`src/rtl/uart_rx.sv`:
```
// UART receiver: two-flop synchronized line, mid-bit sampling, LSB-first data,
// one-cycle valid / frame-error pulses, and break-tolerant recovery.
`timescale 1ns/1ps

module uart_rx #(
   parameter int CLKS_PER_BIT = 16,
   parameter int DATA_BITS    = 8
) (
   input  logic                 i_clk,
   input  logic                 i_rst,
   input  logic                 i_rx,
   output logic [DATA_BITS-1:0] o_data,
   output logic                 o_valid,
   output logic                 o_frame_err,
   output logic                 o_busy,
   output logic [2:0]           o_dbg_state
);

   localparam int CNT_W = $clog2(CLKS_PER_BIT);
   localparam int IDX_W = $clog2(DATA_BITS);

   localparam logic [CNT_W-1:0] CNT_HALF = CNT_W'(CLKS_PER_BIT / 2 - 1);
   localparam logic [CNT_W-1:0] CNT_FULL = CNT_W'(CLKS_PER_BIT - 1);
   localparam logic [IDX_W-1:0] IDX_LAST = IDX_W'(DATA_BITS - 1);

   typedef enum logic [2:0] {
      ST_IDLE      = 3'd0,
      ST_START     = 3'd1,
      ST_DATA      = 3'd2,
      ST_STOP      = 3'd3,
      ST_WAIT_IDLE = 3'd4
   } state_t;

   state_t                 state_q, state_d;
   logic                   rx_meta_q, rx_meta_d;
   logic                   rx_s_q, rx_s_d;
   logic [CNT_W-1:0]       cnt_q, cnt_d;
   logic [IDX_W-1:0]       idx_q, idx_d;
   logic [DATA_BITS-1:0]   shift_q, shift_d;
   logic [DATA_BITS-1:0]   data_q, data_d;
   logic                   valid_q, valid_d;
   logic                   err_q, err_d;

   always_ff @(posedge i_clk) begin
      if (i_rst) begin
         rx_meta_q <= 1'b1;
         rx_s_q    <= 1'b1;
         state_q   <= ST_IDLE;
         cnt_q     <= '0;
         idx_q     <= '0;
         shift_q   <= '0;
         data_q    <= '0;
         valid_q   <= 1'b0;
         err_q     <= 1'b0;
      end else begin
         rx_meta_q <= rx_meta_d;
         rx_s_q    <= rx_s_d;
         state_q   <= state_d;
         cnt_q     <= cnt_d;
         idx_q     <= idx_d;
         shift_q   <= shift_d;
         data_q    <= data_d;
         valid_q   <= valid_d;
         err_q     <= err_d;
      end
   end

   always_comb begin
      rx_meta_d = i_rx;
      rx_s_d    = rx_meta_q;
      state_d   = state_q;
      cnt_d     = cnt_q;
      idx_d     = idx_q;
      shift_d   = shift_q;
      data_d    = data_q;
      valid_d   = 1'b0;
      err_d     = 1'b0;

      case (state_q)
         ST_IDLE: begin
            cnt_d = '0;
            if (!rx_s_q) begin
               state_d = ST_START;
            end
         end

         // A start bit that has gone high again by mid-bit is a line glitch.
         ST_START: begin
            if (cnt_q == CNT_HALF) begin
               cnt_d = '0;
               if (!rx_s_q) begin
                  idx_d   = '0;
                  state_d = ST_DATA;
               end else begin
                  state_d = ST_IDLE;
               end
            end else begin
               cnt_d = cnt_q + 1'b1;
            end
         end

         ST_DATA: begin
            if (cnt_q == CNT_FULL) begin
               cnt_d   = '0;
               shift_d = {rx_s_q, shift_q[DATA_BITS-1:1]};
               if (idx_q == IDX_LAST) begin
                  state_d = ST_STOP;
               end else begin
                  idx_d = idx_q + 1'b1;
               end
            end else begin
               cnt_d = cnt_q + 1'b1;
            end
         end

         // o_data is only loaded from a complete frame with a good stop bit.
         ST_STOP: begin
            if (cnt_q == CNT_FULL) begin
               cnt_d = '0;
               if (rx_s_q) begin
                  data_d  = shift_q;
                  valid_d = 1'b1;
                  state_d = ST_IDLE;
               end else begin
                  err_d   = 1'b1;
                  state_d = ST_WAIT_IDLE;
               end
            end else begin
               cnt_d = cnt_q + 1'b1;
            end
         end

         ST_WAIT_IDLE: begin
            if (rx_s_q) begin
               state_d = ST_IDLE;
            end
         end

         default: begin
            state_d = ST_IDLE;
            cnt_d   = '0;
         end
      endcase
   end

   assign o_data      = data_q;
   assign o_valid     = valid_q;
   assign o_frame_err = err_q;
   assign o_busy      = (state_q != ST_IDLE);
   assign o_dbg_state = state_q;

endmodule

```
`config.mk`:
```
export PLATFORM = sky130hd
export DESIGN_NAME = uart_rx
export DESIGN_NICKNAME = d
export VERILOG_FILES = /design/src/rtl/uart_rx.sv
export SDC_FILE = /design/constraint.sdc
export NUM_CORES = 1
export LEC_CHECK = 0
export CORE_MARGIN = 10
export CORE_UTILIZATION = 57
export DETAILED_ROUTE_END_ITERATION = 10
export PLACE_DENSITY = 0.82
export SLEW_MARGIN = 25
export SYNTH_ARGS = -nofsm -noshare
export SYNTH_HDL_FRONTEND = slang
export SYNTH_SLANG_ARGS = --single-unit
```
`constraint.sdc`:
```
create_clock -name i_clk -period 4.23 [get_ports i_clk]
set_input_delay 0.846 -clock i_clk [delete_from_list [all_inputs] [get_ports i_clk]]
set_output_delay 0.846 -clock i_clk [all_outputs]
set_load 0.005 [all_outputs]
```
==> flow_metrics.env <==
export IMPL_hold_class="register to register"
export IMPL_coreArea_mm2=0.00204
export IMPL_min_path_cells=1
export IMPL_max_freq_mhz=409
export IMPL_synthCells=129
export IMPL_synth_enable_flop_cells=0
export IMPL_clk_pin_slew_ns=0.09
export IMPL_drc_errors=0
export IMPL_yosys_top_cells_area="dfxtp_1, mux2i_1, nor2_1, ha_1, nor3_1"
export IMPL_slew_headroom_pct=31.8
export IMPL_clk_path_buf_depth=2
export IMPL_antenna_diode_count=0
export IMPL_finalSetupViolCount=0
export IMPL_n_fill_cell=167
export IMPL_grt_pass1_wl_um=4360
export IMPL_dieArea_mm2=0.00450
export IMPL_period_share_pct=57.8
export IMPL_seq_area_um2=601
export IMPL_yosysWarnings=0
export IMPL_via_per_inst=5.72
export IMPL_worst_pin_slew_ns=1.02
export IMPL_ys_ff_latch=30
export IMPL_critPathRequiredTime_ns=3.38
export IMPL_r2r_start="cnt_q[0]"
export IMPL_antenna_found_initial=0
export IMPL_cap_violations=0
export IMPL_worst_skew_pair_late_latency_ns=0.31
export IMPL_overflow=0
export IMPL_maxSlewViolCount=0
export IMPL_p_per_area_mw_per_mm2=353
export IMPL_cts_tree="yes"
export IMPL_io_pins=17
export IMPL_dp_hpwl_um=1780
export IMPL_cts_resized=0
export IMPL_via_count=973
export IMPL_port_buffers=16
export IMPL_ir_worst_vdd_uv=297
export IMPL_syn2layout_area_growth_pct=18.2
export IMPL_syn_area_mm2=0.00126
export IMPL_initial_core_util_pct=61.9
export IMPL_end_kind="output port"
export IMPL_numCtsBuffers=5
export IMPL_drtIter0Drc=46
export IMPL_mostFrequentLayoutCell="dfxtp_1"
export IMPL_regToRegSetupSlack_ns=2.14
export IMPL_crit_fanout=14
export IMPL_leakage_nw=0.596
export IMPL_worstHoldStart="rx_meta_q"
export IMPL_r2r_end="idx_q[0]"
export IMPL_finalSetupTns_ns=0
export IMPL_avgSynthCellArea_um2=9.80
export IMPL_finalWirelength_um=2540
export IMPL_drive_above_1_share_pct=9.79
export IMPL_rsz0062_at_grt="no"
export IMPL_final_cell_mix="dfxtp_1, nor2_1, mux2i_1, clkdlybuf4s50_1"
export IMPL_postCtsSetupBuffers=0
export IMPL_cts_root_buf="clkbuf_4"
export IMPL_synth_seq_area_share_pct=47.5
export IMPL_synth_top_area_cell="dfxtp_1"
export IMPL_skew_ns=0.00128
export IMPL_holdBufCountCts=0
export IMPL_fp_dieH_um=67.1
export IMPL_cts_htree_levels=2
export IMPL_worstPathArrival_ns=1.60
export IMPL_numClockSinks=30
export IMPL_outcome="finished clean"
export IMPL_hold_ws_ns=0.417
export IMPL_hold_end="rx_s_q"
export IMPL_finalNetCount=149
export IMPL_synth_cell_types=35
export IMPL_wl_per_cell_um=15.0
export IMPL_multi_input_area_um2=614
export IMPL_first_pass_iters=4
export IMPL_reg2reg_depth=5
export IMPL_rows=16
export IMPL_dieWidth_um=67.1
export IMPL_fin_crit_ns=2.45
export IMPL_final_hold_viol_count=0
export IMPL_synth_ff_type="dfxtp_1"
export IMPL_grt_max_degree=31
export IMPL_synth_top_cell_area_share_pct=47.5
export IMPL_ant_nets=0
export IMPL_first_global_vias=999
export IMPL_async_flop_share_pct=0
export IMPL_gp_congestion=0.829
export IMPL_start_kind="register"
export IMPL_grt_total_usage_pct=12.3
export IMPL_worstSetupPathType="register to output port"
export IMPL_syn_nets=135
[metrics by stage]
stage / power [mW] / setup slack, ns / std cells / area (um2) / util (%)
floorplan: 0.302 / 2.55 / 129 / 1260 / -
global placement: 0.306 / 1.69 / 163 / 1400 / 68.8
detailed placement: 0.307 / 1.60 / 163 / 1410 / 69.2
CTS: 0.532 / 1.77 / 170 / 1490 / 73.2
global route: 0.546 / 1.68 / 170 / 1490 / 73.2
finish: 0.528 / 1.78 / 170 / 1490 / 73.2
[sequential cells by signal (all words and copies together) (netlist names)]
name,cells
o_data,8
o_dbg_state,3
shift_q,8
rx_s_q,1
rx_meta_q,1
idx_q,3
o_valid,1
o_frame_err,1
cnt_q,4
[per-layer routing]
metal	vias to the layer above	share of wire, %	GRT usage [%]
met2	15	55	22.5
met1	478	41	12.3
met3	0	4.2	4.52
met4	0	0	4.36
li1	480	-	-
met5	-	0	0
[cells by family (layout without fill, tap and decap cells)]
kind of cell | count (synthesis) | in the layout | synth area share, %
and+or+nand+nor | 53 | 53 | 22.5
muxes | 17 | 17 | 13.6
DFF | 30 | 30 | 47.5
buffers and inverters | 10 | 24 | 5.05
AOI/OAI and AO/OA | 16 | 16 | 8.42
adders and majority gates | 3 | 3 | 2.97
[cells in the mapped netlist, types with 2 or more instances]
cell type and count:
clkbuf_1 4, nor3_1 5, buf_6 2, buf_4 3
ha_1 3, o31ai_1 2, a21oi_1 4, a22o_1 2
or4b_1 2, mux2i_1 16, o21ai_0 3, nor2_1 21
nand3b_1 2, nor4_1 2, nand3_1 2, dfxtp_1 30
nand2_1 5, or3_1 2, or2_2 2, nor2b_1 2
[worst max-delay path, stage by stage (launching register included)]
cell             delay, ns
dfxtp_1               0.62
or3_1                 0.17
clkdlybuf4s50_1       0.50
[worst max path at each step]
stage | end | depth (start not counted) | slack [ns] | start
floorplan | o_busy | 2 | 2.55 | o_dbg_state[2]
global placement | idx_q[0] | 3 | 1.69 | i_rst
detailed placement | idx_q[0] | 3 | 1.60 | i_rst
CTS | o_busy | 2 | 1.77 | o_dbg_state[2]
global route | o_busy | 2 | 1.68 | o_dbg_state[2]
finish | o_busy | 2 | 1.78 | o_dbg_state[2]
[area by class of cell]
| class | count | share of cell area [%] |
|---|---|---|
| clock inverter | 1 | 2.01 |
| tap | 27 | 2.26 |
| sequential | 30 | 40.2 |
| timing repair buffer | 16 | 10.7 |
| clock buffer | 6 | 3.43 |
| multi-input combinational | 89 | 41.1 |
| inverter | 1 | 0.251 |
[power breakdown]
group / total (mW) / internal [mW] / switching, mW
Combinational: 0.0138 / 0.00605 / 0.00773
Clock: 0.227 / 0.138 / 0.0896
Sequential: 0.287 / 0.284 / 0.00274
Power figures use the tool's default switching activity.
